## src/rtl/sprite_actor.sv

```systemverilog
// Side-scroller runner sprite: jump/fall physics stepped per video frame,
// plus a 3-stage ROM lookup pipeline that renders the sprite box.
module sprite_actor #(
    parameter int SPR_W = 32,
    parameter int SPR_H = 32,
    parameter int SCALE_SHIFT = 2,
    parameter int RUN_FRAMES = 6,
    parameter int ANIM_DIV = 10000000,
    parameter int X_POS = 220,
    parameter int GROUND_Y = 500,
    parameter int JUMP_V0 = 24,
    parameter int GRAVITY = 1,
    parameter int MAX_AIR_JUMPS = 1,
    parameter int LAND_TICKS = 3,
    parameter logic [11:0] TRANSPARENT = 12'hC0F,
    localparam int ADDR_W = $clog2((RUN_FRAMES + 3) * SPR_W * SPR_H)
) (
    input  logic              clock,
    input  logic              reset,
    input  logic              enable,
    input  logic              frame_tick,
    input  logic              jump_key,
    input  logic              visible,
    input  logic [11:0]       display_col,
    input  logic [10:0]       display_row,
    output logic [ADDR_W-1:0] rom_addr,
    input  logic [11:0]       rom_data,
    output logic [3:0]        char_red,
    output logic [3:0]        char_green,
    output logic [3:0]        char_blue,
    output logic              char_visible,
    output logic [10:0]       char_top,
    output logic              airborne
);

    localparam int SPR_PIX = SPR_W << SCALE_SHIFT;
    localparam int SPR_PIY = SPR_H << SCALE_SHIFT;
    localparam int H_MAX = GROUND_Y - SPR_PIY;
    localparam int FR_W = $clog2(RUN_FRAMES + 3);
    localparam int AN_W = $clog2(ANIM_DIV + 1);
    localparam int AJ_W = $clog2(MAX_AIR_JUMPS + 2);
    localparam int LC_W = $clog2(LAND_TICKS + 1);

    localparam logic signed [11:0] H_MAX_S = 12'(H_MAX);
    localparam logic [10:0] TOP_GND = 11'(H_MAX);
    localparam logic signed [10:0] V0 = 11'(JUMP_V0);
    localparam logic signed [10:0] GRAV = 11'(GRAVITY);
    localparam logic [AN_W-1:0] AN_LAST = AN_W'(ANIM_DIV - 1);
    localparam logic [FR_W-1:0] RF_LAST = FR_W'(RUN_FRAMES - 1);
    localparam logic [AJ_W-1:0] AJ_MAX = AJ_W'(MAX_AIR_JUMPS);
    localparam logic [LC_W-1:0] LC_LAST = LC_W'(LAND_TICKS - 1);

    // Bit 1 of the encoding is the airborne flag itself.
    typedef enum logic [1:0] {
        RUN  = 2'b00,
        LAND = 2'b01,
        RISE = 2'b10,
        FALL = 2'b11
    } state_t;

    state_t                 state;
    logic [9:0]             h;
    logic signed [10:0]     v;
    logic [AJ_W-1:0]        air_jumps;
    logic                   pending;
    logic [LC_W-1:0]        land_cnt;
    logic [FR_W-1:0]        run_frame;
    logic [FR_W-1:0]        frame;
    logic [AN_W-1:0]        anim_cnt;
    logic                   jump_q;
    logic                   jump_edge;
    logic                   air_ok;
    logic signed [11:0]     h_sum;
    logic signed [10:0]     v_dec;

    assign jump_edge = jump_key & ~jump_q;
    assign air_ok = air_jumps < AJ_MAX;
    assign h_sum = $signed({2'b00, h}) + $signed({v[10], v});
    assign v_dec = v - GRAV;
    assign airborne = state[1];

    always_comb begin
        unique case (state)
            RISE:    frame = FR_W'(RUN_FRAMES);
            FALL:    frame = FR_W'(RUN_FRAMES + 1);
            LAND:    frame = FR_W'(RUN_FRAMES + 2);
            default: frame = run_frame;
        endcase
    end

    always_ff @(posedge clock or posedge reset) begin
        if (reset) begin
            state     <= RUN;
            h         <= '0;
            v         <= '0;
            air_jumps <= '0;
            pending   <= 1'b0;
            land_cnt  <= '0;
            run_frame <= '0;
            anim_cnt  <= '0;
            jump_q    <= 1'b0;
            char_top  <= TOP_GND;
        end else begin
            jump_q   <= jump_key;
            char_top <= TOP_GND - {1'b0, h};
            if (enable) begin
                unique case (state)
                    RUN: begin
                        if (anim_cnt == AN_LAST) begin
                            anim_cnt  <= '0;
                            run_frame <= (run_frame == RF_LAST) ? '0 : run_frame + 1'b1;
                        end else begin
                            anim_cnt <= anim_cnt + 1'b1;
                        end
                        if (jump_edge) begin
                            state     <= RISE;
                            v         <= V0;
                            air_jumps <= '0;
                        end
                    end
                    RISE, FALL: begin
                        if (jump_edge && air_ok) begin
                            state     <= RISE;
                            v         <= V0;
                            air_jumps <= air_jumps + 1'b1;
                        end else if (frame_tick) begin
                            if (h_sum <= 12'sd0) begin
                                state    <= LAND;
                                h        <= '0;
                                v        <= '0;
                                land_cnt <= '0;
                                pending  <= 1'b0;
                            end else if (h_sum > H_MAX_S) begin
                                state <= FALL;
                                h     <= H_MAX_S[9:0];
                                v     <= '0;
                            end else begin
                                state <= (v_dec > 11'sd0) ? RISE : FALL;
                                h     <= h_sum[9:0];
                                v     <= v_dec;
                            end
                        end
                    end
                    LAND: begin
                        if (jump_edge) pending <= 1'b1;
                        if (frame_tick) begin
                            if (land_cnt == LC_LAST) begin
                                // A jump queued during landing fires as LAND ends.
                                if (pending || jump_edge) begin
                                    state     <= RISE;
                                    v         <= V0;
                                    air_jumps <= '0;
                                end else begin
                                    state <= RUN;
                                end
                                pending <= 1'b0;
                            end else begin
                                land_cnt <= land_cnt + 1'b1;
                            end
                        end
                    end
                endcase
            end
        end
    end

    logic [11:0]       dx;
    logic [10:0]       dy;
    logic              in_x;
    logic              in_y;
    logic              hit;
    logic              hit1;
    logic              hit2;
    logic [ADDR_W-1:0] addr_n;

    assign dx = display_col - 12'(X_POS);
    assign dy = display_row - char_top;
    assign in_x = (display_col >= 12'(X_POS)) && (display_col < 12'(X_POS + SPR_PIX));
    assign in_y = (display_row >= char_top) && (display_row < char_top + 11'(SPR_PIY));
    assign hit = visible && in_x && in_y;
    assign addr_n = ADDR_W'(32'(frame) * (SPR_W * SPR_H)
                  + 32'(dy >> SCALE_SHIFT) * SPR_W
                  + 32'(dx >> SCALE_SHIFT));

    always_ff @(posedge clock or posedge reset) begin
        if (reset) begin
            rom_addr     <= '0;
            hit1         <= 1'b0;
            hit2         <= 1'b0;
            char_red     <= '0;
            char_green   <= '0;
            char_blue    <= '0;
            char_visible <= 1'b0;
        end else begin
            rom_addr <= addr_n;
            hit1     <= hit;
            hit2     <= hit1;
            if (hit2 && rom_data != TRANSPARENT) begin
                char_red     <= rom_data[3:0];
                char_green   <= rom_data[7:4];
                char_blue    <= rom_data[11:8];
                char_visible <= 1'b1;
            end else begin
                char_red     <= 4'hF;
                char_green   <= 4'hF;
                char_blue    <= 4'hF;
                char_visible <= 1'b0;
            end
        end
    end

endmodule

```

## config.mk

```make
export PLATFORM = sky130hd
export DESIGN_NAME = sprite_actor
export DESIGN_NICKNAME = d
export VERILOG_FILES = /design/src/rtl/sprite_actor.sv
export SDC_FILE = /design/constraint.sdc
export NUM_CORES = 1
export LEC_CHECK = 0
export CORE_MARGIN = 2
export CORE_UTILIZATION = 45
export DETAILED_ROUTE_END_ITERATION = 10
export PLACE_DENSITY = 0.77
export SLEW_MARGIN = 15
export SYNTH_ARGS = -nofsm -noshare
export SYNTH_HDL_FRONTEND = slang
export SYNTH_SLANG_ARGS = --single-unit
export TNS_END_PERCENT = 1
```

## constraint.sdc

```tcl
create_clock -name clock -period 6.4 [get_ports clock]
set_input_delay 0.96 -clock clock [delete_from_list [all_inputs] [get_ports clock]]
set_output_delay 0.96 -clock clock [all_outputs]
set_load 0.05 [all_outputs]
```

==> flow_metrics.tcl <==
set metrics [dict create \
    rsz0062_at_grt "no" \
    core_area_sq_um 12700 \
    setup_viol 0 \
    clockBufferDepth 2 \
    end_kind "flop" \
    fmax_ghz 0.248 \
    status "finished clean" \
    yosys.area.top_type "dfrtp_1" \
    critPathKind "in -> reg" \
    final_common_cell "dfrtp_1" \
    place_congestion 0.826 \
    fp-row-count 41 \
    final_cell_area_sq_um 7100 \
    overflow 0 \
    ant_nets 0 \
    grt_first_pass_wirelength_mm 22.0 \
    synthTopCellsByArea "dfrtp_1 (39%), ha_1 (8.7%), xnor2_1 (5.7%)" \
    finalCritPeriodShare_pct 63.1 \
    cp_data_required_time_ns 6.67 \
    drc 0 \
    cts_setup_buffers 0 \
    synthArstFlopShare_pct 100 \
    die_y_microns 118 \
    nNetsFinal 781 \
    synth_edf_count 0 \
    min_period_ns 4.04 \
    fp.dieArea_sq_um 14000 \
    synth_seq_cells 97 \
    hold_buffers 0 \
    drt-vias-per-instance 5.43 \
    h-tree-depth 3 \
    start_util_pct 46.4 \
    peakVddDrop_mv 0.231 \
    top_usage_layer "met2" \
    use_met2_pct 32.8 \
    path_max_fanout 4 \
    worstMarginPinSlew_ns 0.821 \
    drive_gt1_share_pct 6.70 \
    drv_cap 0 \
    clk_latency_ns 0.34 \
    relSlewSlack_pct 45.2 \
    vias 4750 \
    routed_wirelength_mm 12.9 \
    design.portCount 80 \
    cts_tree "done" \
    antennaDiodeCount 0 \
    fin_skew_ns 0.0122 \
    clk_pin_slew_worst_paths_ns 0.07 \
    grt_usage_pct 19.1 \
    die-width_microns 118 \
    drtIter0Drc 345 \
    power_density_nw_per_um2 489 \
    syn_to_final_growth_pct 20.8 \
    most-common-layout-cells "dfrtp_1 (92), clkdlybuf4s50_1 (77), nor2_1 (55)" \
    dpl.hpwl_mm 9.83 \
    cts-root-buf "clkbuf_16" \
    synth_top_flop_cell "dfrtp_1" \
    cts-buffers-inserted 9 \
    syn-cell-area_sq_um 5880 \
    port_buffers 77 \
    synth_top_cell_area_share_pct 39.2 \
    fillers 1084 \
    cts_resized 0 \
    grt_pass1_vias 4722 \
    power_uw 3470 \
    syn_nets 704 \
    leakagePower_uw 0.00314 \
    synth_warnings 0 \
    ff2ff_path_depth 11 \
    yosysSeqAreaShare_pct 41.4 \
    grt_util_met3_pct 3.33 \
    min_path_type "reg -> reg" \
    whs_path_depth 0 \
    slew_violations 0 \
    dr.pass1.iters 4 \
    place_area_sq_um 6810 \
    numClockSinks 97 \
    arrival_ns 4.31 \
    syn_inst 620 \
    synth_cell_type_count 72 \
    routedWlPerCell_microns 14.7 \
    final-hold-violation-count 0 \
    avgSynthCellArea_sq_um 9.48 \
    antenna_found_initial 0 \
    setup_tns_ns 0 \
    use_met1_pct 23.5 \
    grt_max_degree 51 \
    startpoint_type "input pin" \
]
registers in the layout (all words and copies together), names as in the netlist, 2 cells and up:
signal	flops
char_top	11
state	2
air_jumps	2
char_green	4
char_red	4
anim_cnt	24
land_cnt	2
run_frame	4
char_blue	4
rom_addr	14
v	11
h	10
cell usage after synthesis (all sizes together), types with 3 or more instances:
cell    count
buf         7
nor4b       4
nand2b     12
dfrtp      92
a21oi      29
nor3       14
xor2       24
a211oi      6
dfstp       5
nand2      53
or3        10
a21o       17
nand3      19
or2        13
a221o       5
and3        4
and2        7
nor2       57
nand4      14
ha         41
o21a        5
inv        43
o21bai      5
nor4        5
o21ai      36
nor2b       8
o31ai       5
xnor2      38
clkbuf      5
or4         3
per-stage QoR:
stage / hold WS (ns) / cells / util (%) / setup WS, ns
final: 0.352 / 874 / 56.0 / 2.36
after CTS: 0.354 / 874 / 56.0 / 2.40
after global routing: 0.354 / 874 / 56.0 / 2.10
after detailed placement: 0.341 / 858 / 53.7 / 2.05
after floorplan: 0.331 / 620 / - / 2.76
after global placement: 0.335 / 858 / 53.7 / 2.16
logic make-up (layout without fill, tap and decap cells):
family                     count (synthesis)  in the layout  synth area share, %
buffers and inverters                     55            137                 3.83
xor gates and xnor gates                  62             62                 9.24
AOI/OAI and AO/OA                        131            131                 15.8
and+or+nand+nor                          230            230                 19.9
muxes                                      2              2                0.383
adders and majority gates                 43             43                 9.41
DFF                                       97             97                 41.4
final cells by class:
class / instances / area [sq um] / share of cell area (%)
inverters: 43 / 163 / 2.29
repair buffers: 78 / 778 / 11.0
multi-input cells: 468 / 3220 / 45.3
clock buffers: 11 / 233 / 3.28
flip-flops and latches: 97 / 2430 / 34.3
well taps: 172 / 215 / 3.03
clock inverters: 5 / 58.8 / 0.828
report_power, final:
group / switching [uW] / internal [uW] / total (uW)
Sequential: 179 / 784 / 963
Combinational: 1190 / 795 / 1980
Clock: 220 / 303 / 522
Total: 1590 / 1880 / 3470
metal layers:
| metal | wire [microns] | up-vias | share of wire, % |
|---|---|---|---|
| li1 | - | 2329 | - |
| met1 | 5570 | 2268 | 43 |
| met2 | 6470 | 126 | 50 |
| met3 | 547 | 27 | 4.2 |
| met4 | 285 | 0 | 2.2 |
| met5 | 0 | - | 0 |
worst max-delay path, stage by stage:
cell	delay, ns
clkdlybuf4s50_1	0.40
ha_1	0.31
nor2b_1	0.14
o21ai_0	0.19
a21boi_0	0.15
o21a_1	0.23
o41a_1	0.40
a21o_1	0.23
a21oi_1	0.18
xnor2_1	0.16
ha_1	0.29
a21oi_1	0.15
o21ai_0	0.13
xnor2_1	0.23
xnor2_1	0.15
worst paths after layout:
path                            slack, ns                  endpoint             start
worst max-delay path                 2.36    rom_addr[13]$_DFF_PP0_    display_row[1]
worst min-delay path                 0.35            hit2$_DFF_PP0_    hit1$_DFF_PP0_
worst max register to register       2.66          h[0]$_DFFE_PP0P_  v[0]$_DFFE_PP0P_
worst min register to register       0.35            hit2$_DFF_PP0_    hit1$_DFF_PP0_
max in group asynchronous            4.23   char_green[3]$_DFF_PP0_             reset
min in group asynchronous            1.07  anim_cnt[14]$_DFFE_PP0P_             reset
Power figures use the tool's default switching activity.
